[src/rtl/branch_predictor.sv]
// BTB plus 2-bit saturating counters: zero-cycle lookup on PCF, update on the edge after BranchE.
// No backpressure; resolution outputs are combinational and statistics saturate at 16'hFFFF.
module branch_predictor #(
  parameter int ENTRIES = 16,
  parameter int INDEX_W = $clog2(ENTRIES),
  parameter int TAG_W   = 8
) (
  input  logic        clk,
  input  logic        rst,
  input  logic [31:0] PCF,
  output logic        Predict_branchF,
  output logic [31:0] PredTargetF,
  input  logic        BranchE,
  input  logic [31:0] PCE,
  input  logic [31:0] PCTargetE,
  input  logic        TakenE,
  input  logic        Predict_branchE,
  output logic        MispredictE,
  output logic [31:0] RedirectPCE,
  output logic [15:0] BranchCount,
  output logic [15:0] MispredCount
);

  logic               valid_q  [ENTRIES];
  logic               valid_d  [ENTRIES];
  logic [TAG_W-1:0]   tag_q    [ENTRIES];
  logic [TAG_W-1:0]   tag_d    [ENTRIES];
  logic [31:0]        target_q [ENTRIES];
  logic [31:0]        target_d [ENTRIES];
  logic [1:0]         ctr_q    [ENTRIES];
  logic [1:0]         ctr_d    [ENTRIES];
  logic [15:0]        branch_cnt_q, branch_cnt_d;
  logic [15:0]        mispred_cnt_q, mispred_cnt_d;

  logic [INDEX_W-1:0] f_idx, e_idx;
  logic [TAG_W-1:0]   f_tag, e_tag;
  logic               f_hit, e_hit;

  assign f_idx = PCF[INDEX_W+1:2];
  assign f_tag = PCF[INDEX_W+2 +: TAG_W];
  assign e_idx = PCE[INDEX_W+1:2];
  assign e_tag = PCE[INDEX_W+2 +: TAG_W];

  assign f_hit = valid_q[f_idx] && (tag_q[f_idx] == f_tag);
  assign e_hit = valid_q[e_idx] && (tag_q[e_idx] == e_tag);

  // Lookup reads the registered tables only, so a same-cycle update is not bypassed.
  assign Predict_branchF = f_hit && ctr_q[f_idx][1];
  assign PredTargetF     = Predict_branchF ? target_q[f_idx] : PCF + 32'd4;

  assign MispredictE  = BranchE && (TakenE ^ Predict_branchE);
  assign RedirectPCE  = TakenE ? PCTargetE : PCE + 32'd4;
  assign BranchCount  = branch_cnt_q;
  assign MispredCount = mispred_cnt_q;

  always_comb begin
    valid_d  = valid_q;
    tag_d    = tag_q;
    target_d = target_q;
    ctr_d    = ctr_q;
    if (BranchE) begin
      if (e_hit) begin
        if (TakenE) begin
          ctr_d[e_idx]    = (ctr_q[e_idx] == 2'b11) ? 2'b11 : ctr_q[e_idx] + 2'd1;
          target_d[e_idx] = PCTargetE;
        end else begin
          ctr_d[e_idx]    = (ctr_q[e_idx] == 2'b00) ? 2'b00 : ctr_q[e_idx] - 2'd1;
        end
      end else if (TakenE) begin
        // Allocate as weakly taken so a single not-taken outcome flips the prediction.
        valid_d[e_idx]  = 1'b1;
        tag_d[e_idx]    = e_tag;
        target_d[e_idx] = PCTargetE;
        ctr_d[e_idx]    = 2'b10;
      end
    end
  end

  always_comb begin
    branch_cnt_d  = branch_cnt_q;
    mispred_cnt_d = mispred_cnt_q;
    if (BranchE && (branch_cnt_q != 16'hFFFF)) branch_cnt_d = branch_cnt_q + 16'd1;
    if (MispredictE && (mispred_cnt_q != 16'hFFFF)) mispred_cnt_d = mispred_cnt_q + 16'd1;
  end

  always_ff @(posedge clk or negedge rst) begin
    if (!rst) begin
      for (int i = 0; i < ENTRIES; i++) begin
        valid_q[i]  <= 1'b0;
        tag_q[i]    <= '0;
        target_q[i] <= '0;
        ctr_q[i]    <= 2'b01;
      end
      branch_cnt_q  <= '0;
      mispred_cnt_q <= '0;
    end else begin
      valid_q       <= valid_d;
      tag_q         <= tag_d;
      target_q      <= target_d;
      ctr_q         <= ctr_d;
      branch_cnt_q  <= branch_cnt_d;
      mispred_cnt_q <= mispred_cnt_d;
    end
  end

endmodule

[config.mk]
export PLATFORM = sky130hd
export DESIGN_NAME = branch_predictor
export DESIGN_NICKNAME = d
export VERILOG_FILES = /design/src/rtl/branch_predictor.sv
export SDC_FILE = /design/constraint.sdc
export NUM_CORES = 1
export LEC_CHECK = 0
export CAP_MARGIN = 20
export CORE_MARGIN = 5
export CORE_UTILIZATION = 40
export DETAILED_ROUTE_END_ITERATION = 12
export HOLD_SLACK_MARGIN = 0.05
export PLACE_DENSITY = 0.62
export SLEW_MARGIN = 20
export SYNTH_ARGS = -nofsm -noshare
export SYNTH_HDL_FRONTEND = slang
export SYNTH_SLANG_ARGS = --single-unit
export TNS_END_PERCENT = 100
[constraint.sdc]
create_clock -name clk -period 13.16 [get_ports clk]
set_input_delay 2.632 -clock clk [delete_from_list [all_inputs] [get_ports clk]]
set_output_delay 2.632 -clock clk [all_outputs]
set_load 0.02 [all_outputs]
==> flow_summary.toml <==
[run_status]
status = "finished, final reports clean"

[power]
p_leak_nw = 17.94
power_mw = 6.355
p_per_area_mw_per_mm2 = 152.4
ir_drop_mv = 0.09082

[synthesis]
yosys.area.top_type = "dfrtp_1"
syn_inst = 2433
synth_top_area_share_pct = 49.03
synth_nets = 2541
avgSynthCellArea_um2 = 14.77
syn_area_mm2 = 0.03593
synthArstFlopShare_pct = 100.0
synth_edf_count = 0
ys_seq_area_share_pct = 50.20
synth-seq-cells = 720
ys_types = 61
yosys-top-cells-count = "704 x dfrtp_1, 676 x mux2_2, 236 x mux4_2, 138 x clkbuf_1, 108 x nand2_1"
synthTopCellsByArea = "dfrtp_1 49%, mux2_2 21%, mux4_2 15%"
yosysMostFrequentCell = "dfrtp_1"
synth_flop_cell = "dfrtp_1"
ys_warn_count = 0

[finish]
drive_gt1_share_pct = 44.31
finalInstanceArea_mm2 = 0.04171
syn2layout_area_growth_pct = 16.09
fillers = 7631
final_net_count = 2669

[floorplanning]
rows = 110
die_y_um = 309.7
die_x_um = 309.7
core_area_mm2 = 0.08960
start_util_pct = 40.10
io_pins = 199
dieArea_mm2 = 0.09591

[clock_tree]
clk_pin_slew_worst_paths_ps = 60
cts_setup_buffers = 0
post_cts_resized = 0
cts_tree = "done"
cts_hold_buf = 0
numCtsBuffers = 79
insertion_delay_ps = 620
cts_root_buf = "clkbuf_16"
cts_max_level = 3
clk_path_buf_depth = 3
cts_sinks = 720

[detailed_routing]
drtIter0Drc = 1843
wl_um = 101800
dr_total_vias = 22120
drtAntennaViolNets = 0
dr.pass1.iters = 7
drc = 0
wl_per_cell_um = 26.79
viasPerCell = 5.823

[timing]
skew_ps = 16.62
setup_viol = 0
hold_viol_final = 0
tns_ps = 0
period_minus_slack_ps = 10130
min_period_over_period_pct = 76.96
clock.fmax_mhz = 98.73
slew_viol_final = 0
finalWorstSetupSlack_ps = 3032
maxSlewHeadroom_pct = 29.35
tightest_slew_ps = 1060
rsz0062_at_grt = "no"

[worst_setup_path]
reg2reg_to = "tag_q[92]"
cp_max_fo = 67
crit_end = "PredTargetF[29]"
crit_chain = "buf_6, buf_4, mux4_2, mux2i_1, mux2i_1, xnor2_1, nand2_1, or4_2, buf_4, mux2_2, clkdlybuf4s50_1"
critPathLaunch = "PCF[3]"
critPathMaxStageDelay_ps = 860
worstSetupPathType = "in2out"
arrival_ps = 7500
critPathSlowestCell = "or4_2"
cp-end-kind = "output pin"
cp-start-kind = "primary input"
worstPathRequired_ps = 10530
regToRegStartpoint = "tag_q[5]"
r2r_cells = 6
r2r_setup_slack_ps = 9200

[hold_path]
hp-class = "reg2reg"

[global_routing]
antenna_found_initial = 8
grt_use_total_pct = 21.20
grt_max_degree = 181
grt_pass1_vias = 23950
grt_pass1_wl_um = 153500
grt_overflow = 0

[flow_run]
drv_cap = 0

[placed_design]
dp_hpwl_um = 62280
port_buffers = 198
pre_cts_ws_ps = 3020
gp_congestion = 0.8794
placed_cell_area_mm2 = 0.03899
## placed cells by master (no fill, tap or decap), types with 6 or more instances in the layout
cell type          n
dfrtp_1          704
buf_4             44
o311ai_0           6
clkbuf_8          26
nand3_1           47
mux4_2           236
clkbuf_1          14
nand4_1           18
and4_1             6
o31ai_1            6
dfstp_2           16
nor2_1            40
mux2_2           676
nor3_1            12
and3_1            12
clkdlybuf4s50_1  190
o21ai_1            6
nand2_1           92
clkinv_2          12
inv_1             24
mux2i_1           48
o21bai_4          15
nor4_4             7
a21oi_1           16
ha_1               7
xor2_1            48
o21ai_0           39
nand2b_1          18
nand2_2           16
clkbuf_16         82
xnor2_1           60
## state kept, by name, summed over array words and instances, names as in the netlist
name and flops:
BranchCount 16, MispredCount 16, ctr_q 32, tag_q 128, target_q 512, valid_q 16
## worst max-delay path, delay by kind of cell
| family | cells | cell delay, ps |
|---|---|---|
| XOR/XNOR | 1 | 280 |
| buffers and inverters | 4 | 2240 |
| multiplexers | 4 | 1130 |
| AND/OR/NAND/NOR | 2 | 960 |
## area by class of cell
type | instances | area (um^2) | area share, %
antenna | 2 | 5.005 | 0.01200
clock buffer | 122 | 2462 | 5.904
clock inverter | 18 | 216.5 | 0.5190
inverter | 25 | 93.84 | 0.2250
multi-input combinational | 1492 | 17060 | 40.90
sequential | 720 | 18040 | 43.24
tap | 1176 | 1471 | 3.528
timing repair buffer | 243 | 2362 | 5.664
## layer usage
metal	vias to the layer above	track usage (%)	wire length [um]
met5	-	0	34
met4	6	7.135	3364
met3	173	3.823	6056
met2	679	34.94	49080
met1	11930	28.66	43230
li1	9332	-	-
## how the worst min path moves through the flow
stage,endpoint,start,depth (start not counted),slack [ps]
after floorplan,ctr_q[10],ctr_q[10],2,450
after global placement,ctr_q[18],ctr_q[18],2,460
after detailed placement,ctr_q[22],ctr_q[22],2,470
after CTS,ctr_q[22],ctr_q[22],2,470
after global routing,ctr_q[12],ctr_q[12],2,490
final,ctr_q[26],ctr_q[26],2,470
## power breakdown
part	leakage [nW]	switching [mW]	internal, mW
combinational	7.48	0.501	0.701
clock	1.33	0.897	1.36
sequential	9.13	0.253	2.64
total	17.9	1.65	4.70
## through the flow
step	hold slack, ps	cells	utilization [%]
floorplan	448.6	2433	-
global placement	460.3	3655	43.52
detailed placement	465.7	3655	43.52
CTS	474.5	3795	46.51
global route	487.2	3796	46.55
finish	473.3	3798	46.55
## cell families (layout without fill, tap and decap cells)
family	after synthesis	in the layout	share of synthesized area [%]
multiplexers	960	960	37.32
AO/OA/AOI/OAI	121	121	2.685
adder cells (fa/ha/maj)	9	9	0.2995
other	0	2	0
XOR/XNOR	108	108	2.633
flip-flops	720	720	50.20
AND/OR/NAND/NOR	294	294	4.343
buffers and inverters	221	408	2.518
Power figures use the tool's default switching activity.
